## src/rtl/lifo_stack_pkg.sv

```systemverilog
// Shared types and helpers for the extended LIFO stack.
package lifo_stack_pkg;

  typedef enum logic [2:0] {
    OP_IDLE,
    OP_PUSH,
    OP_POP,
    OP_REPLACE,
    OP_CLEAR
  } stack_op_e;

  function automatic int depth_f(input int addr_width);
    return 1 << addr_width;
  endfunction

endpackage

```

## src/rtl/lifo_mem.sv

```systemverilog
// Flop-array storage for the LIFO: one synchronous write port, one asynchronous read port, no reset.
module lifo_mem
  import lifo_stack_pkg::*;
#(
  parameter int DATA_WIDTH = 32,
  parameter int ADDR_WIDTH = 4
) (
  input  logic                  clk,
  input  logic                  we,
  input  logic [ADDR_WIDTH-1:0] waddr,
  input  logic [DATA_WIDTH-1:0] wdata,
  input  logic [ADDR_WIDTH-1:0] raddr,
  output logic [DATA_WIDTH-1:0] rdata
);

  localparam int DEPTH = depth_f(ADDR_WIDTH);

  logic [DATA_WIDTH-1:0] mem_q [DEPTH];

  always_ff @(posedge clk) begin
    if (we) begin
      mem_q[waddr] <= wdata;
    end
  end

  // Asynchronous read keeps the top-of-stack visible in the same cycle it changes.
  assign rdata = mem_q[raddr];

endmodule

```

## src/rtl/lifo_stack_ext.sv

```systemverilog
// LIFO stack with replace-top, FWFT top output, occupancy count, thresholds,
// synchronous clear and sticky overflow/underflow flags.
module lifo_stack_ext
  import lifo_stack_pkg::*;
#(
  parameter int DATA_WIDTH = 32,
  parameter int ADDR_WIDTH = 4,
  parameter int AF_MARGIN  = 1,
  parameter int AE_MARGIN  = 1
) (
  input  logic                  clk,
  input  logic                  arst,
  input  logic                  clear,
  input  logic                  push,
  input  logic [DATA_WIDTH-1:0] wr_data,
  input  logic                  pop,
  output logic [DATA_WIDTH-1:0] rd_data,
  output logic [ADDR_WIDTH:0]   count,
  output logic                  full,
  output logic                  empty,
  output logic                  almost_full,
  output logic                  almost_empty,
  output logic                  overflow,
  output logic                  underflow
);

  localparam int                  DEPTH    = depth_f(ADDR_WIDTH);
  localparam logic [ADDR_WIDTH:0] DEPTH_C  = (ADDR_WIDTH+1)'(DEPTH);
  localparam logic [ADDR_WIDTH:0] AF_TH    = (ADDR_WIDTH+1)'(DEPTH - AF_MARGIN);
  localparam logic [ADDR_WIDTH:0] AE_TH    = (ADDR_WIDTH+1)'(AE_MARGIN);
  localparam logic [ADDR_WIDTH:0] CNT_ONE  = (ADDR_WIDTH+1)'(1);
  localparam logic [ADDR_WIDTH-1:0] ADDR_ONE = ADDR_WIDTH'(1);

  logic [ADDR_WIDTH:0]     count_q, count_d;
  logic                    overflow_q, overflow_d;
  logic                    underflow_q, underflow_d;
  stack_op_e               op;
  logic                    mem_we;
  logic [ADDR_WIDTH-1:0]   mem_waddr;
  logic [ADDR_WIDTH-1:0]   top_addr;
  logic [ADDR_WIDTH-1:0]   push_addr;
  logic [DATA_WIDTH-1:0]   mem_rdata;

  assign empty        = (count_q == '0);
  assign full         = (count_q == DEPTH_C);
  assign almost_full  = (count_q >= AF_TH);
  assign almost_empty = (count_q <= AE_TH);

  // When full the low bits wrap to zero, so subtracting one still lands on DEPTH-1.
  assign top_addr  = count_q[ADDR_WIDTH-1:0] - ADDR_ONE;
  assign push_addr = count_q[ADDR_WIDTH-1:0];

  always_comb begin
    op = OP_IDLE;
    if (clear) begin
      op = OP_CLEAR;
    end else if (push && pop) begin
      op = OP_REPLACE;
    end else if (push) begin
      op = OP_PUSH;
    end else if (pop) begin
      op = OP_POP;
    end
  end

  always_comb begin
    count_d     = count_q;
    overflow_d  = overflow_q;
    underflow_d = underflow_q;
    mem_we      = 1'b0;
    mem_waddr   = push_addr;
    case (op)
      OP_CLEAR: begin
        count_d     = '0;
        overflow_d  = 1'b0;
        underflow_d = 1'b0;
      end
      OP_REPLACE: begin
        mem_we = 1'b1;
        if (empty) begin
          mem_waddr   = '0;
          count_d     = CNT_ONE;
          underflow_d = 1'b1;
        end else begin
          mem_waddr = top_addr;
        end
      end
      OP_PUSH: begin
        if (full) begin
          overflow_d = 1'b1;
        end else begin
          mem_we  = 1'b1;
          count_d = count_q + CNT_ONE;
        end
      end
      OP_POP: begin
        if (empty) begin
          underflow_d = 1'b1;
        end else begin
          count_d = count_q - CNT_ONE;
        end
      end
      default: ;
    endcase
  end

  always_ff @(posedge clk or posedge arst) begin
    if (arst) begin
      count_q     <= '0;
      overflow_q  <= 1'b0;
      underflow_q <= 1'b0;
    end else begin
      count_q     <= count_d;
      overflow_q  <= overflow_d;
      underflow_q <= underflow_d;
    end
  end

  lifo_mem #(
    .DATA_WIDTH (DATA_WIDTH),
    .ADDR_WIDTH (ADDR_WIDTH)
  ) u_mem (
    .clk   (clk),
    .we    (mem_we),
    .waddr (mem_waddr),
    .wdata (wr_data),
    .raddr (top_addr),
    .rdata (mem_rdata)
  );

  assign rd_data   = empty ? '0 : mem_rdata;
  assign count     = count_q;
  assign overflow  = overflow_q;
  assign underflow = underflow_q;

endmodule

```

## config.mk

```make
export PLATFORM = sky130hd
export DESIGN_NAME = lifo_stack_ext
export DESIGN_NICKNAME = d
export VERILOG_FILES = /design/src/rtl/lifo_stack_pkg.sv /design/src/rtl/lifo_mem.sv /design/src/rtl/lifo_stack_ext.sv
export SDC_FILE = /design/constraint.sdc
export NUM_CORES = 1
export LEC_CHECK = 0
export CAP_MARGIN = 40
export CORE_MARGIN = 3
export CORE_UTILIZATION = 65
export CTS_CLUSTER_SIZE = 12
export DETAILED_ROUTE_END_ITERATION = 8
export DONT_BUFFER_PORTS = 1
export GPL_TIMING_DRIVEN = 0
export MAX_ROUTING_LAYER = met4
export PLACE_DENSITY = 0.8
export SETUP_SLACK_MARGIN = 0.5
export SYNTH_ARGS = -nofsm -noshare
export SYNTH_HDL_FRONTEND = slang
export SYNTH_HIERARCHICAL = 1
export SYNTH_SLANG_ARGS = --single-unit
```

## constraint.sdc

```tcl
create_clock -name clk -period 7.42 [get_ports clk]
set_input_delay 1.484 -clock clk [delete_from_list [all_inputs] [get_ports clk]]
set_output_delay 1.484 -clock clk [all_outputs]
set_load 0.01 [all_outputs]
```

==> out/metrics.yaml <==
finish:
  layout-drive-gt1-share_pct: 25.1
  fin_util_pct: 75.0
  final.fill_count: 1592
  final_area_mm2: 0.0226
  nets: 1053
  area_growth_pct: 12.1
  n_antenna_cell: 0
logic_synthesis:
  yosysTopAreaCellShare_pct: 76.3
  syn-num-nets: 969
  synthTopCellsByArea: "edfxtp_1 76%, mux4_2 14%, a22oi_1 2.4%"
  async_reset_ff_share_pct: 1.35
  ys_ff_latch: 519
  syn_avg_cell_area_um2: 21.7
  yosysUniqueCellTypes: 46
  synthCells: 927
  syn_area_mm2: 0.0201
  synth-edff-count: 512
  ys_seq_area_share_pct: 77.2
  synth-xor-area-share_pct: 0.174
  synth_warnings: 6
  muxShareOfSynthArea_pct: 14.4
  synth_compound_area_share_pct: 3.28
  synth_top_cell_by_area: "edfxtp_1"
  synth_top_family_by_area: "multiplexers"
  synthAdderAreaFrac_pct: 0.311
  synthSimpleGateAreaFrac_pct: 3.24
  synthFlopType: "edfxtp_1"
worst_setup_path:
  critPathKind: "reg -> out"
  worstPathArrival_ns: 3.95
  reg2reg_to: "u_mem/mem_q[0][21]$_DFFE_PP_"
  start_kind: "register"
  r2r-start: "count[0]$_DFFE_PP0P_"
  rr_worst_depth: 11
  path_max_fanout: 10
  r2r_setup_slack_ns: 3.16
  crit_path_end_kind: "output pin"
  worst_ep_required_time_ns: 5.94
floorplan:
  die_h_um: 182
  start_util_pct: 66.9
  dieArea_mm2: 0.0331
  rows: 63
  core_mm2: 0.0301
  die_w_um: 182
  io_pins: 80
timing:
  setup_ws_ns: 1.99
  rsz0062_at_grt: "false"
  fin_setup_tns_ns: 0
  final_max_slew_viol_count: 0
  finalCritPeriodShare_pct: 73.2
  hold_violations: 0
  worst_slew_pin_slew_ns: 0.895
  setup_viol: 0
  max_freq_mhz: 184
  maxSlewHeadroom_pct: 40.3
  skew_ns: 0.00970
  timing.hold.ws_ns: 0.592
  min_period_ns: 5.43
cts:
  ctsHoldBuffers: 0
  post-cts-setup-buffers: 0
  path_clk_slew_ns: 0.06
  cts_resized: 0
  htree_levels: 2
  clock-sinks: 519
  cts_max_path_buffers: 3
  cts_buffers: 51
  clockRootBuffer: "clkbuf_16"
  clock_latency_ns: 0.55
  cts_tree: "built"
power:
  leakage_uw: 0.00727
  seqPwrFrac_pct: 43.1
  switching_share_pct: 30.0
  combPwrFrac_pct: 28.0
  p_per_area_mw_per_mm2: 343
  p_clk_share_pct: 28.9
  ir_drop_uv: 257
  internal-power_uw: 5430
  power_switching_uw: 2320
min_path:
  hold_class: "reg -> reg"
  holdCritStartpoint: "underflow$_DFFE_PP0P_"
  holdPathStages: 2
  min_to: "underflow$_DFFE_PP0P_"
detailed_routing:
  drt-pass1-iter-count: 5
  vias: 10286
  detail_route.wl_per_cell_um: 32.2
  drt_iter0_drc: 1414
  drtAntennaViolNets: 0
  drc: 0
  drt_wl_total_mm: 45.9
  avgViaCountPerCell: 7.21
global_route:
  overflow: 0
  grt_usage_pct: 29.3
  grt_pass1_wl_mm: 68.8
  grt_pass1_vias: 10599
  antenna_found_initial: 0
  grt_max_degree: 23
placed_design:
  hpwl_mm: 26.3
  place_area_mm2: 0.0212
  dp_slack_ns: 2.67
  port_buffers: 0
  gp_congestion: 0.808
run_status:
  status: "finished clean"
run:
  cap_violations: 0
==> cell usage after synthesis (2+ instances only) <==
cell type  count
edfxtp_1     512
mux4_2       128
a22oi_1       64
nand2_1       37
nor2b_1       25
nor2_1        22
clkbuf_1      20
and2b_1       12
buf_4         11
buf_2         10
buf_1          9
dfrtp_1        7
inv_1          7
a21oi_1        6
nor3_1         6
o21ai_0        6
ha_1           5
nand2b_1       4
and3_1         3
nand3b_1       3
xnor2_1        3
buf_6          2
or3_1          2
==> how the worst max path moves through the flow <==
| stage | start | end | slack [ns] | cells past startpoint |
|---|---|---|---|---|
| 6_report | count[0]$_DFFE_PP0P_ | rd_data[18] | 1.99 | 9 |
| 5_1_grt | count[0]$_DFFE_PP0P_ | rd_data[19] | 1.83 | 9 |
| 4_1_cts | count[0]$_DFFE_PP0P_ | rd_data[18] | 2.01 | 9 |
| 3_5_place_dp | push | u_mem/mem_q[1][13]$_DFFE_PP_ | 2.67 | 7 |
| 3_3_place_gp | push | u_mem/mem_q[12][13]$_DFFE_PP_ | -0.37 | 6 |
| 2_1_floorplan | push | u_mem/mem_q[12][0]$_DFFE_PP_ | 2.14 | 6 |
==> sequential cells by signal (all words and copies together) (netlist names) <==
name         cells
count            5
overflow         1
u_mem/mem_q    512
underflow        1
==> layout by cell type, fill, tap and decap left out, types with 2 or more instances in the layout <==
master	count
mux4_2	128
buf_16	6
clkinv_2	2
xnor2_1	3
edfxtp_1	512
and3_1	3
or3_1	2
dfrtp_1	7
ha_1	5
inv_1	7
o21ai_0	6
clkinv_1	4
nand2b_1	4
clkbuf_16	51
buf_2	12
buf_4	21
buf_6	9
clkbuf_1	38
nand3b_1	3
buf_12	6
nor3_2	4
nor3_1	2
nor2_4	12
nor2_1	10
nand2_1	37
buf_1	9
a22oi_1	64
a21oi_1	6
nor2b_1	25
and2b_1	12
==> per-layer routing <==
metal	global-route usage, %	part of all wire [%]	vias up
li1	-	-	4032
met1	40.3	36	5325
met2	45.7	50	796
met3	5.73	11	133
met4	9.63	3.1	0
met5	-	0	-
==> area by class of cell <==
type                    count  area (um^2)  area share, %
flip-flops and latches    519        15500           68.8
inverters                   7         26.3          0.116
well taps                 390          488           2.16
multi-input cells         349         4410           19.5
clock buffers              70         1360           6.01
plain buffers              52          264           1.17
clock inverters             8         41.3          0.183
repair buffers             31          449           1.99
==> power groups by stage <==
stage,clock [uW],sequential [uW],combinational [uW]
6_report,2240,3340,2170
5_1_grt,2390,3350,2300
4_1_cts,2260,3340,2170
3_5_place_dp,0,3400,2110
3_3_place_gp,0,3400,2030
2_1_floorplan,0,3390,1480
==> cell families (layout without fill, tap and decap cells) <==
logic type	count (synthesis)	in the layout
flip-flops	519	519
AO/OA/AOI/OAI	89	89
XOR/XNOR	4	4
buffers and inverters	59	168
AND/OR/NAND/NOR	122	122
multiplexers	129	129
adder cells (fa/ha/maj)	5	5
==> stage by stage <==
stage                     instances  total power (uW)
final                          1426              7750
after global routing           1426              8030
after CTS                      1422              7770
after detailed placement       1344              5510
after global placement         1317              5430
after floorplan                 927              4870
==> critical path, stage by stage (launching register included) <==
cell and delay [ns]:
dfrtp_1 0.60, inv_1 0.23, ha_1 0.36, xor2_1 0.35, nor2b_1 0.21, clkbuf_1 0.31
clkbuf_1 0.72, a22oi_1 0.21, nand2_1 0.14, nor2b_1 0.27
(Power assumes the default switching activity.)
